## src/rtl/class_switch_n.sv

```systemverilog
`default_nettype none
// ============================================================================
// Module   : class_switch_n
// Purpose  : Routes valid words by class field into per-class circular FIFOs
//            with registered, per-class read ports and overflow/underflow flags.
// Revision : 1.0 - initial release
// ============================================================================
module class_switch_n #(
    parameter int DATA_SIZE    = 10,
    parameter int NUM_CLASS    = 4,
    parameter int FIFO_DEPTH   = 8,
    parameter int CLASS_LSB    = 8,
    parameter int AFULL_THRESH = FIFO_DEPTH - 2
) (
    input  logic                           clk,
    input  logic                           reset,
    input  logic                           valid,
    input  logic [DATA_SIZE-1:0]           in,
    input  logic [NUM_CLASS-1:0]           pop,
    output logic [NUM_CLASS*DATA_SIZE-1:0] out,
    output logic [NUM_CLASS-1:0]           out_valid,
    output logic [NUM_CLASS-1:0]           fifo_empty,
    output logic [NUM_CLASS-1:0]           fifo_almostfull,
    output logic [NUM_CLASS-1:0]           fifo_full,
    output logic                           error,
    output logic [15:0]                    drop_count
);

    localparam int PTR_W = $clog2(FIFO_DEPTH);
    localparam int CNT_W = PTR_W + 1;
    localparam int CLS_W = $clog2(NUM_CLASS);

    localparam logic [CNT_W-1:0] DEPTH_CNT = CNT_W'(FIFO_DEPTH);
    localparam logic [CNT_W-1:0] AFULL_CNT = CNT_W'(AFULL_THRESH);

    logic [CLS_W-1:0]     in_class;
    logic [NUM_CLASS-1:0] push_req;
    logic [NUM_CLASS-1:0] overflow;
    logic [NUM_CLASS-1:0] underflow;

    assign in_class = in[CLASS_LSB +: CLS_W];

    for (genvar k = 0; k < NUM_CLASS; k++) begin : g_class
        logic [DATA_SIZE-1:0] mem [FIFO_DEPTH];
        logic [PTR_W-1:0]     wr_ptr;
        logic [PTR_W-1:0]     rd_ptr;
        logic [CNT_W-1:0]     count;
        logic [DATA_SIZE-1:0] out_word;
        logic                 out_flag;
        logic                 do_push;
        logic                 do_pop;

        assign push_req[k]  = valid && (in_class == CLS_W'(k));
        assign do_pop       = pop[k] && (count != '0);
        // A full FIFO still takes a push when the same cycle frees a slot.
        assign do_push      = push_req[k] && ((count != DEPTH_CNT) || do_pop);
        assign overflow[k]  = push_req[k] && (count == DEPTH_CNT) && !pop[k];
        assign underflow[k] = pop[k] && (count == '0);

        // Storage is left uncleared; pointers and occupancy define validity.
        always_ff @(posedge clk) begin
            if (do_push) begin
                mem[wr_ptr] <= in;
            end
        end

        always_ff @(posedge clk) begin
            if (reset) begin
                wr_ptr   <= '0;
                rd_ptr   <= '0;
                count    <= '0;
                out_word <= '0;
                out_flag <= 1'b0;
            end else begin
                out_flag <= do_pop;
                if (do_push) begin
                    wr_ptr <= wr_ptr + PTR_W'(1);
                end
                if (do_pop) begin
                    rd_ptr   <= rd_ptr + PTR_W'(1);
                    out_word <= mem[rd_ptr];
                end
                case ({do_push, do_pop})
                    2'b10:   count <= count + CNT_W'(1);
                    2'b01:   count <= count - CNT_W'(1);
                    default: count <= count;
                endcase
            end
        end

        assign out[k*DATA_SIZE +: DATA_SIZE] = out_word;
        assign out_valid[k]       = out_flag;
        assign fifo_empty[k]      = (count == '0);
        assign fifo_almostfull[k] = (count >= AFULL_CNT);
        assign fifo_full[k]       = (count == DEPTH_CNT);
    end

    // At most one word arrives per cycle, so at most one drop per cycle.
    always_ff @(posedge clk) begin
        if (reset) begin
            error      <= 1'b0;
            drop_count <= '0;
        end else begin
            if ((|overflow) || (|underflow)) begin
                error <= 1'b1;
            end
            if ((|overflow) && (drop_count != 16'hFFFF)) begin
                drop_count <= drop_count + 16'd1;
            end
        end
    end

endmodule
`default_nettype wire

```

## config.mk

```make
export PLATFORM = sky130hd
export DESIGN_NAME = class_switch_n
export DESIGN_NICKNAME = d
export VERILOG_FILES = /design/src/rtl/class_switch_n.sv
export SDC_FILE = /design/constraint.sdc
export NUM_CORES = 1
export LEC_CHECK = 0
export CAP_MARGIN = 20
export CORE_ASPECT_RATIO = 1.75
export CORE_MARGIN = 3
export CORE_UTILIZATION = 54
export CTS_BUF_LIST = sky130_fd_sc_hd__clkbuf_2
export CTS_CLUSTER_DIAMETER = 100
export DETAILED_ROUTE_END_ITERATION = 8
export GPL_TIMING_DRIVEN = 1
export PLACE_DENSITY = 0.73
export SLEW_MARGIN = 40
export SYNTH_ARGS = -nofsm -noshare
export SYNTH_HDL_FRONTEND = slang
export SYNTH_SLANG_ARGS = --single-unit
export TNS_END_PERCENT = 100
```

## constraint.sdc

```tcl
create_clock -name clk -period 3.85 [get_ports clk]
set_input_delay 0.77 -clock clk [delete_from_list [all_inputs] [get_ports clk]]
set_output_delay 0.77 -clock clk [all_outputs]
set_load 0.02 [all_outputs]
```

==> impl_metrics.env <==
export IMPL_viasPerCell=5.62
export IMPL_timing_rr_start="g_class[1].count[1]"
export IMPL_synth_most_common_cell="edfxtp_1"
export IMPL_reg2reg_slack_ns=1.47
export IMPL_synth_async_sr_flop_share_pct=0
export IMPL_finish_net_count=1205
export IMPL_ctsLongestPathBuffers=3
export IMPL_maxSlewHeadroom_pct=47.5
export IMPL_layout_drive_gt1_share_pct=25.3
export IMPL_clk_root_buffer_cell="clkbuf_2"
export IMPL_clock_sink_count=421
export IMPL_flops_latches_synth=421
export IMPL_cellPowerDensity_nw_per_um2=560
export IMPL_detailedRoute_firstPassIterationCount=4
export IMPL_layout_area_overhead_vs_synth_pct=14.8
export IMPL_report_final_setup_viol=0
export IMPL_post_synth_instance_area_um2=16500
export IMPL_layout_min_cycle_time_ns=3.50
export IMPL_leakage_nw=6.18
export IMPL_ff2ff_path_depth=6
export IMPL_post_cts_resized_instances=0
export IMPL_number_of_distinct_library_cells_after_synthesis=50
export IMPL_floorplan_initialDensity_pct=54.8
export IMPL_whs_path_depth=2
export IMPL_gpl_final_weighted_congestion=0.767
export IMPL_cts_hold_buf=0
export IMPL_routed_wire_length_per_instance_um=19.5
export IMPL_finalCritPeriodShare_pct=91.0
export IMPL_core_area_um2=30200
export IMPL_worstHoldEndpoint="g_class[0].count[1]"
export IMPL_post_synth_inst_count=998
export IMPL_clock_slew_seen_by_the_registers_of_the_worst_setup_and_hold_paths_ns=0.11
export IMPL_grt_antenna_before_repair=2
export IMPL_fin_skew_ns=0.0638
export IMPL_yosys_most_used_dff="edfxtp_1"
export IMPL_cts_buffers_inserted=87
export IMPL_worst_ep_arrival_time_ns=2.73
export IMPL_path_class="reg -> out"
export IMPL_post_cts_setup_buffer_count=0
export IMPL_final_hold_violation_count=0
export IMPL_max_slew_worst_pin_slew_ns=0.787
export IMPL_worst_hold_path_type="in -> reg"
export IMPL_io_pins=90
export IMPL_drtIter0Drc=560
export IMPL_grt_overflow_total=0
export IMPL_post_synth_top_area_cell="edfxtp_1"
export IMPL_netlist_top_cells_count="edfxtp_1, dfxtp_1, nor2_1"
export IMPL_sequential_cell_area_um2=11600
export IMPL_cts_tree="done"
export IMPL_fin_tns_setup_ns=0
export IMPL_synth_fp_nets=1028
export IMPL_syn_avg_cell_area_um2=16.6
export IMPL_die_width_um=138
export IMPL_clkLatencyLatePin_ns=0.95
export IMPL_floorplan_rows=84
export IMPL_timing_fmax_ghz=0.286
export IMPL_drv_cap=0
export IMPL_place_ws_ns=0.552
export IMPL_multi_input_area_um2=4640
export IMPL_final_setup_worst_slack_ns=0.347
export IMPL_synthDominantCellAreaShare_pct=58.1
export IMPL_grt_util_all_layers_pct=20.0
export IMPL_synthesis_yosys_warnings=0
export IMPL_grt_start_max_net_pins=84
export IMPL_vdd_ir_drop_max_v=0.000252
export IMPL_htreeDepth=3
export IMPL_yosys_top_cells_area="edfxtp_1, dfxtp_1, mux4_2, mux2i_1, nor2_1"
export IMPL_route_vias_total=9197
export IMPL_outcome="finished, final reports clean"
export IMPL_unrepaired_setup_endpoints_after_global_routing="no"
export IMPL_cp_start_kind="flip-flop"
export IMPL_first_pass_grt_wire_length_um=51600
export IMPL_drt_antenna_violating_nets=0
export IMPL_dieHeight_um=237
export IMPL_cp_max_fo=7
export IMPL_detailedPlacementHpwl_um=20300
export IMPL_drt_wl_total_um=31800
export IMPL_n_fill_cell=2247
export IMPL_post_route_drc_count=0
export IMPL_synth_seq_area_share_pct=70.4
export IMPL_critPathCaptureType="output pin"
export IMPL_via_count_of_the_first_global_routing_pass=9543
export IMPL_die_area_um2=32800
export IMPL_synth_edff_count=320
export IMPL_holdCritStartpoint="reset"
export IMPL_worst_r2r_endpoint="drop_count[5]"
export IMPL_cp_data_required_time_ns=3.08
export IMPL_timing_max_transition_violations_final=0
export IMPL_portBuffers=89
state kept, by name, summed over array words and instances, names as in the netlist:
register	count
g_class.mem	320
g_class.out_word	40
drop_count	16
g_class.count	16
g_class.rd_ptr	12
g_class.wr_ptr	12
g_class.out_flag	4
error	1
per-stage QoR:
| stage | area [um2] | power, W | utilization, % | hold WS, ns | cells |
|---|---|---|---|---|---|
| detailed placement | 18100 | 0.00801 | 60.0 | 0.494 | 1473 |
| global route | 19000 | 0.0112 | 62.9 | 0.212 | 1635 |
| CTS | 19000 | 0.0108 | 62.9 | 0.144 | 1634 |
| floorplan | 16500 | 0.00715 | - | 0.498 | 998 |
| global placement | 18100 | 0.00794 | 60.0 | 0.482 | 1473 |
| finish | 19000 | 0.0106 | 62.9 | 0.298 | 1636 |
cell families after synthesis:
logic type,count (synthesis),share of synthesized area [%]
AOI/OAI and AO/OA,93,4.01
xor gates and xnor gates,28,1.48
adders and majority gates,13,0.984
buffers and inverters,71,1.87
DFF,421,70.4
muxes,136,14.3
and+or+nand+nor,236,6.98
worst max-delay path, stage by stage, from the launching register on:
cell and delay (ns):
dfxtp_1 0.40, nor4_1 0.68, clkdlybuf4s50_1 0.74
how the worst max path moves through the flow:
stage	start	to	slack, ns	cells after the start
floorplan	in[9]	g_class[0].mem[4][0]	0.97	4
global placement	in[8]	g_class[1].mem[4][2]	0.65	7
detailed placement	in[8]	g_class[1].mem[4][3]	0.55	7
CTS	g_class[1].count[1]	fifo_full[1]	0.24	3
global route	g_class[1].count[0]	fifo_full[1]	0.18	3
finish	g_class[2].count[0]	fifo_empty[2]	0.35	2
report_power, final:
group	leakage, nW	internal (W)	switching, W
sequential	3.71	0.00514	0.000292
combinational	1.80	0.00122	0.00122
clock	0.671	0.00117	0.00158
total	6.18	0.00754	0.00309
cell type report:
type,count,share of cell area (%)
inverter,16,0.316
clock buffer,144,3.80
clock inverter,17,0.785
timing repair buffer,143,6.78
tap,387,2.55
sequential,421,61.3
antenna,2,0.0264
multi-input combinational,506,24.4
layer usage:
layer / vias to the layer above / track usage [%] / part of all wire, %
met2: 220 / 35.1 / 53
met3: 62 / 4.39 / 4.6
li1: 4320 / - / -
met1: 4595 / 24.4 / 40
met4: 0 / 7.55 / 2.4
met5: - / 0 / 0
layout by cell type, fill, tap and decap left out, types with 4 or more instances in the layout:
cell	instances
clkbuf_2	144
or4_1	11
nor4_2	7
nand2b_1	14
clkdlybuf4s50_1	86
o31ai_1	8
xnor2_1	17
xor2_1	11
o21ai_0	6
dfxtp_2	4
nor4_1	6
mux4_2	80
buf_4	54
nor3_1	27
inv_1	16
a211oi_1	40
ha_1	13
dfxtp_1	97
clkinv_1	9
mux2i_1	53
nor2_1	101
nor2b_1	5
nand2_1	35
edfxtp_1	320
a21oi_1	21
nand3_1	8
Note: power is estimated with default switching activity, not from simulation.
